### src/rtl/seg7_scan_mux.sv
// Scans a packed hex value onto a common-anode 7-segment display, stepping on rising edges of a synchronised scan_in.
// Optional leading-zero blanking is enabled by defining SEG7_LEADING_ZERO_BLANK_EN.
module seg7_scan_mux #(
    parameter int NUM_DIGITS = 4,
    parameter int IDX_W      = 3
) (
    input  logic                      clock_in,
    input  logic                      reset,
    input  logic                      scan_in,
    input  logic                      load,
    input  logic [4*NUM_DIGITS-1:0]   data_in,
    input  logic [NUM_DIGITS-1:0]     dp_in,
    output logic [NUM_DIGITS-1:0]     an_out,
    output logic [6:0]                seg_out,
    output logic                      dp_out,
    output logic                      scan_tick
);

    logic                      r_s1;
    logic                      r_s2;
    logic                      r_s2d;
    logic [1:0]                r_warm;
    logic                      w_tick;
    logic [IDX_W-1:0]          r_idx;
    logic                      r_tick;
    logic [4*NUM_DIGITS-1:0]   r_disp;
    logic [NUM_DIGITS-1:0]     r_dp;
    logic [NUM_DIGITS-1:0]     r_an;
    logic [6:0]                r_seg;
    logic                      r_dpo;
    logic [4*NUM_DIGITS-1:0]   w_disp_sh;
    logic [NUM_DIGITS-1:0]     w_dp_sh;
    logic [3:0]                w_nib;
    logic [6:0]                w_seg;

    function automatic logic [6:0] hex7(input logic [3:0] n);
        logic [6:0] s;
        case (n)
            4'h0: s = 7'b1000000;
            4'h1: s = 7'b1111001;
            4'h2: s = 7'b0100100;
            4'h3: s = 7'b0110000;
            4'h4: s = 7'b0011001;
            4'h5: s = 7'b0010010;
            4'h6: s = 7'b0000010;
            4'h7: s = 7'b1111000;
            4'h8: s = 7'b0000000;
            4'h9: s = 7'b0010000;
            4'hA: s = 7'b0001000;
            4'hB: s = 7'b0000011;
            4'hC: s = 7'b1000110;
            4'hD: s = 7'b0100001;
            4'hE: s = 7'b0000110;
            default: s = 7'b0001110;
        endcase
        return s;
    endfunction

    // For the first two edges after reset s2d follows s1, so a scan_in held
    // high across reset release brings s2 and s2d up together (no tick).
    always_ff @(posedge clock_in or posedge reset) begin
        if (reset) begin
            r_s1   <= 1'b0;
            r_s2   <= 1'b0;
            r_s2d  <= 1'b0;
            r_warm <= '0;
        end else begin
            r_s1   <= scan_in;
            r_s2   <= r_s1;
            r_s2d  <= r_warm[1] ? r_s2 : r_s1;
            r_warm <= {r_warm[0], 1'b1};
        end
    end

    assign w_tick = r_s2 & ~r_s2d;

    always_ff @(posedge clock_in or posedge reset) begin
        if (reset) begin
            r_idx  <= '0;
            r_tick <= 1'b0;
        end else begin
            r_tick <= w_tick;
            if (w_tick) begin
                if (r_idx == IDX_W'(NUM_DIGITS - 1))
                    r_idx <= '0;
                else
                    r_idx <= r_idx + 1'b1;
            end
        end
    end

    always_ff @(posedge clock_in or posedge reset) begin
        if (reset) begin
            r_disp <= '0;
            r_dp   <= '0;
        end else if (load) begin
            r_disp <= data_in;
            r_dp   <= dp_in;
        end
    end

    assign w_disp_sh = r_disp >> {r_idx, 2'b00};
    assign w_nib     = w_disp_sh[3:0];
    assign w_dp_sh   = r_dp >> r_idx;

`ifdef SEG7_LEADING_ZERO_BLANK_EN
    logic w_blank;

    // Blank when every nibble at or above the current digit is zero; digit 0 always shows.
    always_comb begin
        w_blank = (r_idx != '0);
        for (int unsigned i = 0; i < NUM_DIGITS; i++) begin
            if ((i >= 32'(r_idx)) && (r_disp[4*i +: 4] != 4'h0))
                w_blank = 1'b0;
        end
    end

    always_comb begin
        w_seg = w_blank ? 7'b1111111 : hex7(w_nib);
    end
`else
    always_comb begin
        w_seg = hex7(w_nib);
    end
`endif

    always_ff @(posedge clock_in or posedge reset) begin
        if (reset) begin
            r_an  <= '1;
            r_seg <= '1;
            r_dpo <= 1'b1;
        end else begin
            r_an  <= ~(NUM_DIGITS'(1) << r_idx);
            r_seg <= w_seg;
            r_dpo <= ~w_dp_sh[0];
        end
    end

    assign an_out    = r_an;
    assign seg_out   = r_seg;
    assign dp_out    = r_dpo;
    assign scan_tick = r_tick;

endmodule
### config.mk
export PLATFORM = sky130hd
export DESIGN_NAME = seg7_scan_mux
export DESIGN_NICKNAME = d
export VERILOG_FILES = /design/src/rtl/seg7_scan_mux.sv
export SDC_FILE = /design/constraint.sdc
export NUM_CORES = 1
export LEC_CHECK = 0
export BUFFER_PORTS_ARGS = -buffer_cell sky130_fd_sc_hd__buf_2
export CAP_MARGIN = 20
export CORE_MARGIN = 2
export CORE_UTILIZATION = 25
export DETAILED_ROUTE_END_ITERATION = 8
export SYNTH_ARGS = -nofsm -noshare
export SYNTH_HDL_FRONTEND = slang
export SYNTH_SLANG_ARGS = --single-unit
export TNS_END_PERCENT = 100
### constraint.sdc
create_clock -name clock_in -period 2.75 [get_ports clock_in]
set_clock_uncertainty 0.1 [all_clocks]
set_input_delay 0.55 -clock clock_in [delete_from_list [all_inputs] [get_ports clock_in]]
set_output_delay 0.55 -clock clock_in [all_outputs]
set_load 0.005 [all_outputs]
==> flow_summary.html <==
<table>
<tr><th>Metric</th><th>Value</th></tr>
<tr><th colspan="2">Status</th></tr>
<tr><td>Outcome</td><td>finished clean</td></tr>
<tr><th colspan="2">STA</th></tr>
<tr><td>Minimum clock period</td><td>~2.3 ns</td></tr>
<tr><td>Maximum clock rate</td><td>about 440 MHz</td></tr>
<tr><td>Max Transition Viols Final</td><td>0</td></tr>
<tr><td>Tcrit/Tclk final</td><td>approximately 83%</td></tr>
<tr><td>Setup repair after global routing missed its margin</td><td>false</td></tr>
<tr><td>Number of setup violations in the final report</td><td>0</td></tr>
<tr><td>Final Hold Viols</td><td>0</td></tr>
<tr><td>Sum of negative setup slack</td><td>0 ns</td></tr>
<tr><td>Smallest setup slack after layout</td><td>~0.46 ns</td></tr>
<tr><th colspan="2">Worst setup path</th></tr>
<tr><td>Critical Path AT</td><td>2.41 ns</td></tr>
<tr><td>R2r endpoint</td><td>seg_out[6]$_DFF_PP1_</td></tr>
<tr><td>Worst-case reg-to-reg path depth</td><td>7</td></tr>
<tr><td>Register-to-Register Setup Slack</td><td>0.46 ns</td></tr>
<tr><td>Cell-by-cell trace of the critical path</td><td>mux4_2 -&gt; nand2b_1 -&gt; inv_1 -&gt; ha_1 -&gt; inv_1 -&gt; a211oi_1 -&gt; a311o_1</td></tr>
<tr><td>Source of the worst register-to-register timing path</td><td>r_idx[0]$_DFFE_PP0P_</td></tr>
<tr><td>Critical path data required time</td><td>approximately 2.9 ns</td></tr>
<tr><td>Most frequent CP cell</td><td>sky130_fd_sc_hd__inv_1</td></tr>
<tr><td>Top fanout value on the critical path</td><td>8</td></tr>
<tr><td>First element of the critical path</td><td>r_idx[0]$_DFFE_PP0P_</td></tr>
<tr><td>Critical Setup Path Class</td><td>reg -&gt; reg</td></tr>
<tr><td>Slowest cell on the critical path</td><td>sky130_fd_sc_hd__dfrtp_1</td></tr>
<tr><td>Endpoint type of the worst setup path</td><td>flop</td></tr>
<tr><td>Delay of the slowest cell on the worst path</td><td>0.58 ns</td></tr>
<tr><td>Number of buffers and inverters on the critical path</td><td>2</td></tr>
<tr><td>Family with the most delay on the worst path</td><td>flip-flops</td></tr>
<tr><td>CP Launch Type</td><td>flop</td></tr>
<tr><th colspan="2">Detailed routing</th></tr>
<tr><td>First DRT Iteration DRCs</td><td>31</td></tr>
<tr><td>Average vias per placed instance</td><td>between 4 and 5</td></tr>
<tr><td>Remaining DRCs</td><td>0</td></tr>
<tr><td>Routed wire per std cell</td><td>about 12 µm</td></tr>
<tr><td>First-pass DRT Iterations</td><td>4</td></tr>
<tr><td>Sum of routed wire length over all layers</td><td>~3200 µm</td></tr>
<tr><td>Vias after detailed routing</td><td>1102</td></tr>
<tr><td>Post-route antenna net violation count</td><td>0</td></tr>
<tr><th colspan="2">Clock network</th></tr>
<tr><td>Clock Tree Root</td><td>sky130_fd_sc_hd__clkbuf_8</td></tr>
<tr><td>Worst-Skew Late Latency</td><td>around 0.30 ns</td></tr>
<tr><td>Worst-case clock buffer depth</td><td>2</td></tr>
<tr><td>Clock edge transition at the registers on the reported setup and hold paths</td><td>approximately 0.08 ns</td></tr>
<tr><td>Post-CTS Setup Bufs</td><td>0</td></tr>
<tr><td>Number of hold buffers added after CTS</td><td>0</td></tr>
<tr><td>Total CTS buffers</td><td>5</td></tr>
<tr><td>TritonCTS clock tree</td><td>yes</td></tr>
<tr><td>Max H-tree Level</td><td>2</td></tr>
<tr><td>Resized cells post-CTS</td><td>0</td></tr>
<tr><td>Sinks on Clock Net</td><td>41</td></tr>
<tr><th colspan="2">Layout</th></tr>
<tr><td>Multi-input combinational cell area</td><td>around 740 µm²</td></tr>
<tr><td>Synth-to-layout area growth</td><td>19.9%</td></tr>
<tr><td>FILL cells</td><td>768</td></tr>
<tr><td>Leading cell type in the layout, fill and taps excluded</td><td>sky130_fd_sc_hd__buf_2</td></tr>
<tr><td>Fraction of final layout cells sized beyond drive strength 1</td><td>about half</td></tr>
<tr><td>Final cell utilization of the core</td><td>30.8%</td></tr>
<tr><td>Leading cell types in the layout, fill and taps excluded</td><td>sky130_fd_sc_hd__buf_2 (36), sky130_fd_sc_hd__dfrtp_1 (29), sky130_fd_sc_hd__mux2_2 (22), sky130_fd_sc_hd__dfstp_2 (12), sky130_fd_sc_hd__ha_1 (10)</td></tr>
<tr><td>Final net count</td><td>around 210</td></tr>
<tr><td>Inserted Diodes</td><td>0</td></tr>
<tr><td>Area taken by flip-flops and latches</td><td>~1000 µm²</td></tr>
<tr><th colspan="2">Logic synthesis</th></tr>
<tr><td>Sequential cell area fraction in the yosys report</td><td>around 56%</td></tr>
<tr><td>Number of library cell types mapped by synthesis</td><td>28</td></tr>
<tr><td>Synthesized flop and latch total</td><td>41</td></tr>
<tr><td>Cells after Synth</td><td>roughly 130</td></tr>
<tr><td>Post-Syn Area</td><td>roughly 1900 µm²</td></tr>
<tr><td>Synthesis warning total</td><td>0</td></tr>
<tr><td>Number of nets produced by synthesis</td><td>167</td></tr>
<tr><td>Mean Syn Cell Area</td><td>13.9 µm²</td></tr>
<tr><th colspan="2">Placed design</th></tr>
<tr><td>Dpl ws</td><td>between 0.4 and 0.5 ns</td></tr>
<tr><td>Routability-driven placement congestion ratio</td><td>0.787</td></tr>
<tr><td>Dpl hpwl</td><td>between 2000 and 2500 µm</td></tr>
<tr><td>Number of port buffers</td><td>36</td></tr>
<tr><th colspan="2">Run</th></tr>
<tr><td>Number of violations of the max-capacitance limit</td><td>0</td></tr>
<tr><th colspan="2">Global routing</th></tr>
<tr><td>Via count of the first global-routing pass</td><td>around 1100</td></tr>
<tr><td>Grt ovf</td><td>0</td></tr>
<tr><td>Wire length of the first global-routing pass</td><td>between 5000 and 6000 µm</td></tr>
<tr><td>Largest net degree at the start of global routing</td><td>42</td></tr>
<tr><td>Global-route usage over all layers</td><td>under 10%</td></tr>
<tr><td>Number of antenna violations at the first check in global routing</td><td>0</td></tr>
<tr><th colspan="2">Power and ir drop</th></tr>
<tr><td>Net switching power figure</td><td>approximately 650 µW</td></tr>
<tr><td>Part of the power in registers</td><td>a little over two fifths</td></tr>
<tr><td>Worst IR Drop VDD</td><td>about 330 µV</td></tr>
<tr><td>Fraction of power consumed by the clock network</td><td>between 20% and 30%</td></tr>
<tr><td>Int Pwr</td><td>about 1.3 mW</td></tr>
<tr><td>Proportion of total power due to net switching</td><td>32.9%</td></tr>
<tr><td>Static leakage power</td><td>between 0.9 and 1 nW</td></tr>
<tr><td>Pwr dens</td><td>~880 nW/µm²</td></tr>
<tr><td>Combinational power share</td><td>between 30% and 40%</td></tr>
<tr><th colspan="2">Floorplan</th></tr>
<tr><td>Die area</td><td>8120 µm²</td></tr>
<tr><td>Top-Level Pins</td><td>37</td></tr>
<tr><td>Area of the core</td><td>between 7000 and 8000 µm²</td></tr>
<tr><td>Starting density of the core</td><td>about a quarter</td></tr>
<tr><td>Floorplan die height</td><td>90.1 µm</td></tr>
<tr><td>Cell row count</td><td>31</td></tr>
<tr><td>Die width</td><td>around 90 µm</td></tr>
<tr><th colspan="2">Hold path</th></tr>
<tr><td>Worst hold path type</td><td>in -&gt; async</td></tr>
</table>
==> cells in the mapped netlist <==
| master | number | share of area, % |
|---|---|---|
| sky130_fd_sc_hd__mux2_2 | 22 | 13 |
| sky130_fd_sc_hd__buf_6 | 2 | 1.2 |
| sky130_fd_sc_hd__nand2b_4 | 1 | 0.74 |
| sky130_fd_sc_hd__or3_1 | 1 | 0.34 |
| sky130_fd_sc_hd__o22a_1 | 3 | 1.4 |
| sky130_fd_sc_hd__dfstp_2 | 12 | 17 |
| sky130_fd_sc_hd__nor2b_1 | 2 | 0.68 |
| sky130_fd_sc_hd__nand2_1 | 3 | 0.61 |
| sky130_fd_sc_hd__nand3b_1 | 1 | 0.41 |
| sky130_fd_sc_hd__mux4_1 | 1 | 1.4 |
| sky130_fd_sc_hd__a311o_1 | 1 | 0.54 |
| sky130_fd_sc_hd__a21oi_1 | 3 | 0.81 |
| sky130_fd_sc_hd__ha_1 | 10 | 6.8 |
| sky130_fd_sc_hd__o21ai_0 | 2 | 0.54 |
| sky130_fd_sc_hd__inv_1 | 9 | 1.8 |
| sky130_fd_sc_hd__clkbuf_1 | 4 | 0.81 |
| sky130_fd_sc_hd__dfrtp_1 | 29 | 39 |
| sky130_fd_sc_hd__mux4_2 | 4 | 4.9 |
| sky130_fd_sc_hd__a21boi_0 | 1 | 0.41 |
| sky130_fd_sc_hd__a211oi_1 | 1 | 0.41 |
| sky130_fd_sc_hd__o22ai_1 | 2 | 0.68 |
| sky130_fd_sc_hd__nor2_1 | 4 | 0.81 |
| sky130_fd_sc_hd__conb_1 | 1 | 0.20 |
| sky130_fd_sc_hd__mux2i_1 | 1 | 0.54 |
| sky130_fd_sc_hd__o221a_2 | 1 | 0.61 |
| sky130_fd_sc_hd__nand2b_1 | 9 | 3.0 |
| sky130_fd_sc_hd__nand3_1 | 2 | 0.54 |
| sky130_fd_sc_hd__o21ai_1 | 1 | 0.27 |
==> sequential cells by signal (all words and copies together), names as in the netlist <==
register	cells
an_out	4
dp_out	1
r_idx	3
scan_tick	1
r_s2	1
r_dp	4
seg_out	7
r_s1	1
r_disp	16
r_warm	2
r_s2d	1
==> routing by layer <==
| metal | routed length (µm) | up-vias | part of all wire (%) | global-route usage (%) |
|---|---|---|---|---|
| met4 | 44 | 0 | 1.4 | 3.85 |
| li1 | - | 532 | - | - |
| met2 | 1270 | 35 | 40 | 10.7 |
| met1 | 1650 | 531 | 52 | 13.1 |
| met5 | 0 | - | 0 | 0 |
| met3 | 189 | 4 | 6.0 | 3.02 |
==> worst min-delay path: stages <==
cell	delay, ns
sky130_fd_sc_hd__buf_2	0.10
sky130_fd_sc_hd__inv_1	0.04
sky130_fd_sc_hd__buf_4	0.42
==> power by group through the flow <==
stage | sequential, mW | combinational, mW | clock (mW)
2_1_floorplan | 0.859 | 0.533 | 0
3_3_place_gp | 0.868 | 0.698 | 0
3_5_place_dp | 0.874 | 0.700 | 0
4_1_cts | 0.862 | 0.707 | 0.419
5_1_grt | 0.882 | 0.784 | 0.448
6_report | 0.856 | 0.701 | 0.407
==> layout make-up <==
| class | instances | area share, % |
|---|---|---|
| multi-input cells | 77 | 33.4 |
| flip-flops and latches | 41 | 46.9 |
| well taps | 99 | 5.58 |
| repair buffers | 37 | 8.45 |
| clock inverters | 3 | 1.13 |
| clock buffers | 5 | 3.10 |
| inverters | 9 | 1.52 |
==> cell families (layout without fill, tap and decap cells) <==
logic type	count (synthesis)	after routing	synth area share, %
mux	28	28	20.2
compound gates	15	15	5.67
fa+ha+maj	10	10	6.75
buf+inv	15	54	3.85
flops	41	41	56.2
simple gates	23	23	7.16
other cells	1	1	0.202
==> worst max-delay path by stage <==
stage	to	slack [ns]	cells past startpoint
final	seg_out[6]$_DFF_PP1_	0.46	7
after global routing	seg_out[6]$_DFF_PP1_	0.28	7
after CTS	seg_out[6]$_DFF_PP1_	0.43	7
after detailed placement	seg_out[6]$_DFF_PP1_	0.46	7
after global placement	seg_out[6]$_DFF_PP1_	0.56	7
after floorplan	seg_out[6]$_DFF_PP1_	0.66	7
==> metrics by stage <==
step / std cells / hold slack [ns] / total power, mW / cell area [µm²]
after floorplan: 133 / 0.231 / 1.39 / 1850
after global placement: 263 / 0.232 / 1.57 / 2130
after detailed placement: 263 / 0.240 / 1.57 / 2130
after CTS: 271 / 0.250 / 1.99 / 2220
after global routing: 271 / 0.236 / 2.11 / 2220
final: 271 / 0.259 / 1.96 / 2220
Power figures use the tool's default switching activity.
